File: src/rtl/toggle_monitor.sv
// Rising-edge period monitor with ready/valid result handshake, stall timeout and edge counter.
// Define TOGGLE_MONITOR_SYNC_EN to route sig_in through a 2-flop synchronizer first.
module toggle_monitor #(
  parameter int CNT_W   = 8,
  parameter int TIMEOUT = 200
) (
  input  logic             clk,
  input  logic             reset_n,
  input  logic             sig_in,
  input  logic             enable,
  output logic [CNT_W-1:0] period,
  output logic             period_valid,
  input  logic             period_ready,
  output logic             overflow,
  output logic             stall,
  output logic [15:0]      edge_count
);

  typedef enum logic [1:0] {IDLE, ARMED, MEASURE, STALL} state_t;

  localparam logic [CNT_W-1:0] TIMEOUT_C = CNT_W'(TIMEOUT);
  localparam logic [CNT_W-1:0] CNT_ONE   = CNT_W'(1);

  state_t           state, state_next;
  logic [CNT_W-1:0] cnt, cnt_next;
  logic             stall_next;
  logic             new_result;
  logic             sig_s;
  logic             sig_d;
  logic             rise;

`ifdef TOGGLE_MONITOR_SYNC_EN
  logic [1:0] sync_q;

  // NOTE: sequential state uses non-blocking assignments so every flop samples pre-edge values.
  always_ff @(posedge clk or negedge reset_n) begin
    if (!reset_n) sync_q <= '0;
    else          sync_q <= {sync_q[0], sig_in};
  end

  assign sig_s = sync_q[1];
`else
  assign sig_s = sig_in;
`endif

  always_ff @(posedge clk or negedge reset_n) begin
    if (!reset_n) sig_d <= 1'b0;
    else          sig_d <= sig_s;
  end

  assign rise = sig_s & ~sig_d;

  always_ff @(posedge clk or negedge reset_n) begin
    if (!reset_n) begin
      state <= IDLE;
      cnt   <= '0;
      stall <= 1'b0;
    end else begin
      state <= state_next;
      cnt   <= cnt_next;
      stall <= stall_next;
    end
  end

  // NOTE: every output of this block is given a default first, so no path can infer a latch.
  always_comb begin
    state_next = state;
    cnt_next   = cnt;
    stall_next = stall;
    new_result = 1'b0;
    if (!enable) begin
      state_next = IDLE;
      cnt_next   = '0;
      stall_next = 1'b0;
    end else begin
      unique case (state)
        IDLE: state_next = ARMED;
        ARMED: begin
          if (rise) begin
            state_next = MEASURE;
            cnt_next   = CNT_ONE;
          end
        end
        MEASURE: begin
          if (rise) begin
            new_result = 1'b1;
            cnt_next   = CNT_ONE;
          end else if (cnt == TIMEOUT_C) begin
            state_next = STALL;
            stall_next = 1'b1;
          end else begin
            cnt_next = cnt + CNT_ONE;
          end
        end
        STALL: begin
          if (rise) begin
            state_next = MEASURE;
            cnt_next   = CNT_ONE;
            stall_next = 1'b0;
          end
        end
        default: state_next = IDLE;
      endcase
    end
  end

  // A pending result is only replaced when the consumer takes it in the same cycle.
  always_ff @(posedge clk or negedge reset_n) begin
    if (!reset_n) begin
      period       <= '0;
      period_valid <= 1'b0;
      overflow     <= 1'b0;
    end else begin
      if (period_valid && period_ready) period_valid <= 1'b0;
      if (new_result) begin
        if (!period_valid || period_ready) begin
          period       <= cnt;
          period_valid <= 1'b1;
        end
      end
      if (!enable)
        overflow <= 1'b0;
      else if (new_result && period_valid && !period_ready)
        overflow <= 1'b1;
    end
  end

  always_ff @(posedge clk or negedge reset_n) begin
    if (!reset_n)
      edge_count <= '0;
    else if (rise && enable && (state != IDLE))
      edge_count <= edge_count + 16'd1;
  end

endmodule

File: config.mk
export PLATFORM = sky130hd
export DESIGN_NAME = toggle_monitor
export DESIGN_NICKNAME = d
export VERILOG_FILES = /design/src/rtl/toggle_monitor.sv
export SDC_FILE = /design/constraint.sdc
export NUM_CORES = 1
export LEC_CHECK = 0
export CORE_MARGIN = 3
export CORE_UTILIZATION = 46
export CTS_CLUSTER_DIAMETER = 120
export DETAILED_ROUTE_END_ITERATION = 7
export PLACE_DENSITY = 0.83
export SYNTH_ARGS = -nofsm -noshare
export SYNTH_HDL_FRONTEND = slang
export SYNTH_SLANG_ARGS = --single-unit
export TNS_END_PERCENT = 30
File: constraint.sdc
create_clock -name clk -period 2.2 [get_ports clk]
set_clock_uncertainty 0.1 [all_clocks]
set_input_delay 0.55 -clock clk [delete_from_list [all_inputs] [get_ports clk]]
set_output_delay 0.55 -clock clk [all_outputs]
set_load 0.005 [all_outputs]
After elaboration in Yosys (flattened, before gate mapping):

Cells that the tools add are included.

* bits of input ports: 5
* flip-flop bits (word level): 38
* word-level logic and storage cells: 62
* output and inout port bits: 27

* equal/unequal tests: 12
* mux-type cells: 23
* $add $sub $neg: 2
* bitwise operators: 2
* reduce and logical (&&, ||, !) cells: 15

Operator list (count)
* $mux W8: 4
* $add A16 B1 Y16 const B: 1
* $pmux W8 S2: 1
* $mux W1: 12
* $ne A3 B3 Y1 const B: 3
* $add A8 B1 Y8 const B: 1
* $eq A8 B8 Y1 const B: 1
* $mux W2: 4
* $ne A3 B2 Y1 const B: 2
* $pmux W2 S3: 1
* $reduce_and A3 Y1: 2
* $logic_and A1 B1 Y1: 5
* $eq A2 B2 Y1 const B: 2
* $ne A4 B4 Y1 const B: 1
* $reduce_and A4 Y1: 1
* $ne A3 B1 Y1 const B: 1
* $eq A2 B1 Y1 const B: 1
* $logic_not A1 Y1: 2
* $logic_not A2 Y1: 1
* $ne A2 B1 Y1 const B: 1
* $pmux W1 S2: 1
* $reduce_and A2 Y1: 1
* $reduce_bool A2 Y1: 1
* $reduce_or A2 Y1: 1
* 3 further kinds: 3

Longest topological paths before layout:

* depth after elaboration: 9
* depth in mapped cells: 7
* gate-level depth less buffers: 6

Least setup slack after synthesis:

OpenSTA, ideal clock, no wires.

* path kind: input-to-reg
* from: in enable
* to: reg period[0]
* data arrival time: 1.635 ns
* stages: 4
* slack: 0.340 ns
* required time: 1.975 ns
* buffers on the path: 0
* cells stage by stage: nand3b_1 > or3_4 > a21oi_4 > mux2_2

* longest elaborated chain between the ends: 2

RTL lines
* start: declaration: line 10 `input logic enable,`
* $mux W1: line 71 `if (!enable) begin`
* $reduce_and A2 Y1 (no source line)
* end signal: assignment: line 117 `period <= cnt;`
* end: declaration: line 11 `output logic [CNT_W-1:0] period,`

No other way between the ends.
A chain may end at the register's enable or synchronous reset.

Worst setup path in the final report:

* from: in enable
* to: reg period[4]

Same word-level chain as after synthesis.

==> run summary <==
die area -> 4610 sq um
Rows -> 21
share of cells above drive strength 1 -> 0.183
Core ar. -> 3520 sq um
Async SR Flop Fraction -> 1.00
Relative slew margins -> 0.650
Cell Int Power -> 1.20 mW
max_cap viols -> 0
vias in the first global route -> 1397
crit-path max cell delay -> 0.49 ns
dpl cells -> 235
synthesized cell area -> 1760 sq um
vias per cell -> 5.52
Slowest cell on crit path -> clkdlybuf4s50_1
mux cell area share after synthesis -> 0.0574
H-tree depth -> 2
fmax -> 471 MHz
DR iter-0 viols -> 97
clock latency at the later pin of the worst-skew pair -> 0.29 ns
global-route wire length before repair -> 6490 um
diode count -> 0
Setup Fix Bufs, Post-CTS -> 0
Synth Area in Adders -> 0.0213
Post-Syn Nets -> 158
sequential cell area -> 951 sq um
clk root buf -> clkbuf_8
CP max FO -> 8
Mapped Cells -> 150
GP Congestion -> 0.805
Core Util, Final -> 0.655
Crit path required time -> 2.28 ns
FF+latch count, synth -> 38
# fillers -> 274
post-CTS sizing -> 0
CP Cell Sequence -> clkdlybuf4s50_1, nand3b_1, or3_4, a21oi_4, mux2_2
TritonCTS Buffers -> 5
area occupied by multi-input gates -> 771 sq um
Final Cell Area -> 2310 sq um
pwr/cell area -> 691 nW/um^2
Layout Cells excl Fill -> 243
simple logic cell fraction of the synthesized area -> 0.185
Yosys Warn Count -> 0
delay-heaviest family, CP -> simple AND/OR/NAND/NOR gates
antenna violations before repair -> 0
setup violators final -> 0
syn_area_per_cell -> 11.8 sq um
setup TNS -> 0 ns
minimum clock period -> 2.12 ns
count leader, synth -> dfrtp_1
period utilisation layout -> 0.965
Switching Share -> 0.248
PortBufs -> 31
CTS sink cnt -> 38
Routed WL per cell -> 15.8 um
Area Overhead vs Synth -> 30.7%
Gate power share -> 0.133
unrepaired setup endpoints after global routing -> false
DR vias -> 1342
largest family of logic cells by synthesized area -> simple AND/OR/NAND/NOR gates
number of flops mapped to enable cells by yosys -> 0
Max Buffers Root-to-Sink -> 2
Seq/Total Area, Yosys -> 0.539
Worst Hold Class -> in -> async
Post-DP HPWL -> 2790 um
GR Util All Layers -> 0.193
largest net degree at the start of global routing -> 24
sequential share of power -> 0.501
endpoint type of the worst setup path -> flop
IO Pins -> 32
actual slew at the worst max-slew pin -> 0.525 ns
NetSw -> 395 uW
Fin Hold WS -> 0.123 ns
Detail Route Antenna Nets -> 0
total length of routed wires -> 3840 um
cts hold-fix bufs -> 0
Post-route DRC -> 0
Slew Limit Fails -> 0
die width -> 67.9 um
grt total ovfl -> 0
Die Y -> 67.9 um
top post-synthesis cells by count -> dfrtp_1, xnor2_1, mux2_2
clock power share -> 0.366
Yosys top cell by area -> dfrtp_1
crit path launch type -> input port
Leak Pwr -> 1.04 nW
Pre-Repair DR Iteration Count -> 4
TritonCTS clock tree -> built
worst path arrival time -> 2.20 ns
Post-DP Area -> 2200 sq um
Synth Area in Compound Gates -> 0.0986
maximum VDD drop -> 0.000584 V
top cells by area, synth -> dfrtp_1, mux2_2, xnor2_1
status -> finished clean
Initial Utilization -> 0.501
Worst-path clk slew -> 0.08 ns
post-synthesis cell type count -> 38
Synth Area in XOR/XNOR -> 0.0745
kind of critical path -> in -> reg
worst path bufs/invs -> 1
Nets -> 204
final hold vios -> 0
post-synth top area share -> 0.539
dominant synthesized flop cell -> dfrtp_1
## flip-flops by register name, indices dropped and copies added (netlist names)
name and flops:
period_valid 1, stall 1, cnt 8, period 8
overflow 1, sig_d 1, edge_count 16, state 2
## per-layer routing
layer,wire (um),track usage,up-vias,part of all wire
met5,0,0,-,0
met4,46,0.109,0,0.012
met3,180,0.0443,4,0.047
met2,1900,0.303,36,0.50
met1,1710,0.243,659,0.44
li1,-,-,643,-
## placed cells by master (no fill, tap or decap), drive strengths merged, types with 2 or more instances in the layout
cell type	Yosys	layout
a21oi	2	2
a221o	5	5
and3	6	6
buf	4	13
clkbuf	0	5
clkdlybuf4s50	0	30
clkinv	0	2
dfrtp	38	38
ha	3	3
inv	6	6
mux2	9	9
nand2	8	8
nand3	8	8
nand4	6	6
nor2	6	6
nor2b	4	4
nor3	4	4
nor3b	2	2
nor4	3	3
nor4b	2	2
o21ai	5	5
xnor2	10	10
xor2	5	5
## path summary, 6_finish.rpt
| check | depth (start not counted) | from | to | slack, ns |
|---|---|---|---|---|
| setup / recovery | 5 | enable | period[4]$_DFFE_PN0P_ | 0.08 |
| hold / removal | 1 | reset_n | cnt[3]$_DFFE_PN0P_ | 0.12 |
| min in group clk | 1 | edge_count[15]$_DFFE_PN0P_ | edge_count[15]$_DFFE_PN0P_ | 0.39 |
| max in group asynchronous | 2 | reset_n | edge_count[9]$_DFFE_PN0P_ | 1.34 |
| hold reg to reg | 1 | edge_count[15]$_DFFE_PN0P_ | edge_count[15]$_DFFE_PN0P_ | 0.39 |
| setup reg to reg | 7 | cnt[1]$_DFFE_PN0P_ | cnt[5]$_DFFE_PN0P_ | 0.16 |
## layout make-up
class                      instances  area share
sequential                        38       0.412
multi-input combinational        102       0.334
timing repair buffer              43       0.171
clock buffer                       5      0.0298
tap                               46      0.0250
clock inverter                     3      0.0174
inverter                           6     0.00977
## logic make-up after synthesis
logic type	count (synthesis)
and+or+nand+nor	54
buffers and inverters	10
xor gates and xnor gates	15
muxes	9
adders and majority gates	3
AOI/OAI and AO/OA	21
DFF	38
## power by group through the flow
stage,Combinational (mW),Sequential (mW),Clock (mW)
final,0.211,0.798,0.583
after global placement,0.202,0.804,0
after detailed placement,0.207,0.809,0
after global routing,0.237,0.805,0.633
after CTS,0.216,0.799,0.593
after floorplan,0.0843,0.798,0
## through the flow
stage | setup WS (ns) | power [mW]
global route | 0.0134 | 1.67
CTS | 0.0865 | 1.61
floorplan | 0.340 | 0.882
finish | 0.0780 | 1.59
global placement | -0.175 | 1.01
detailed placement | -0.239 | 1.02
(Power assumes the default switching activity.)
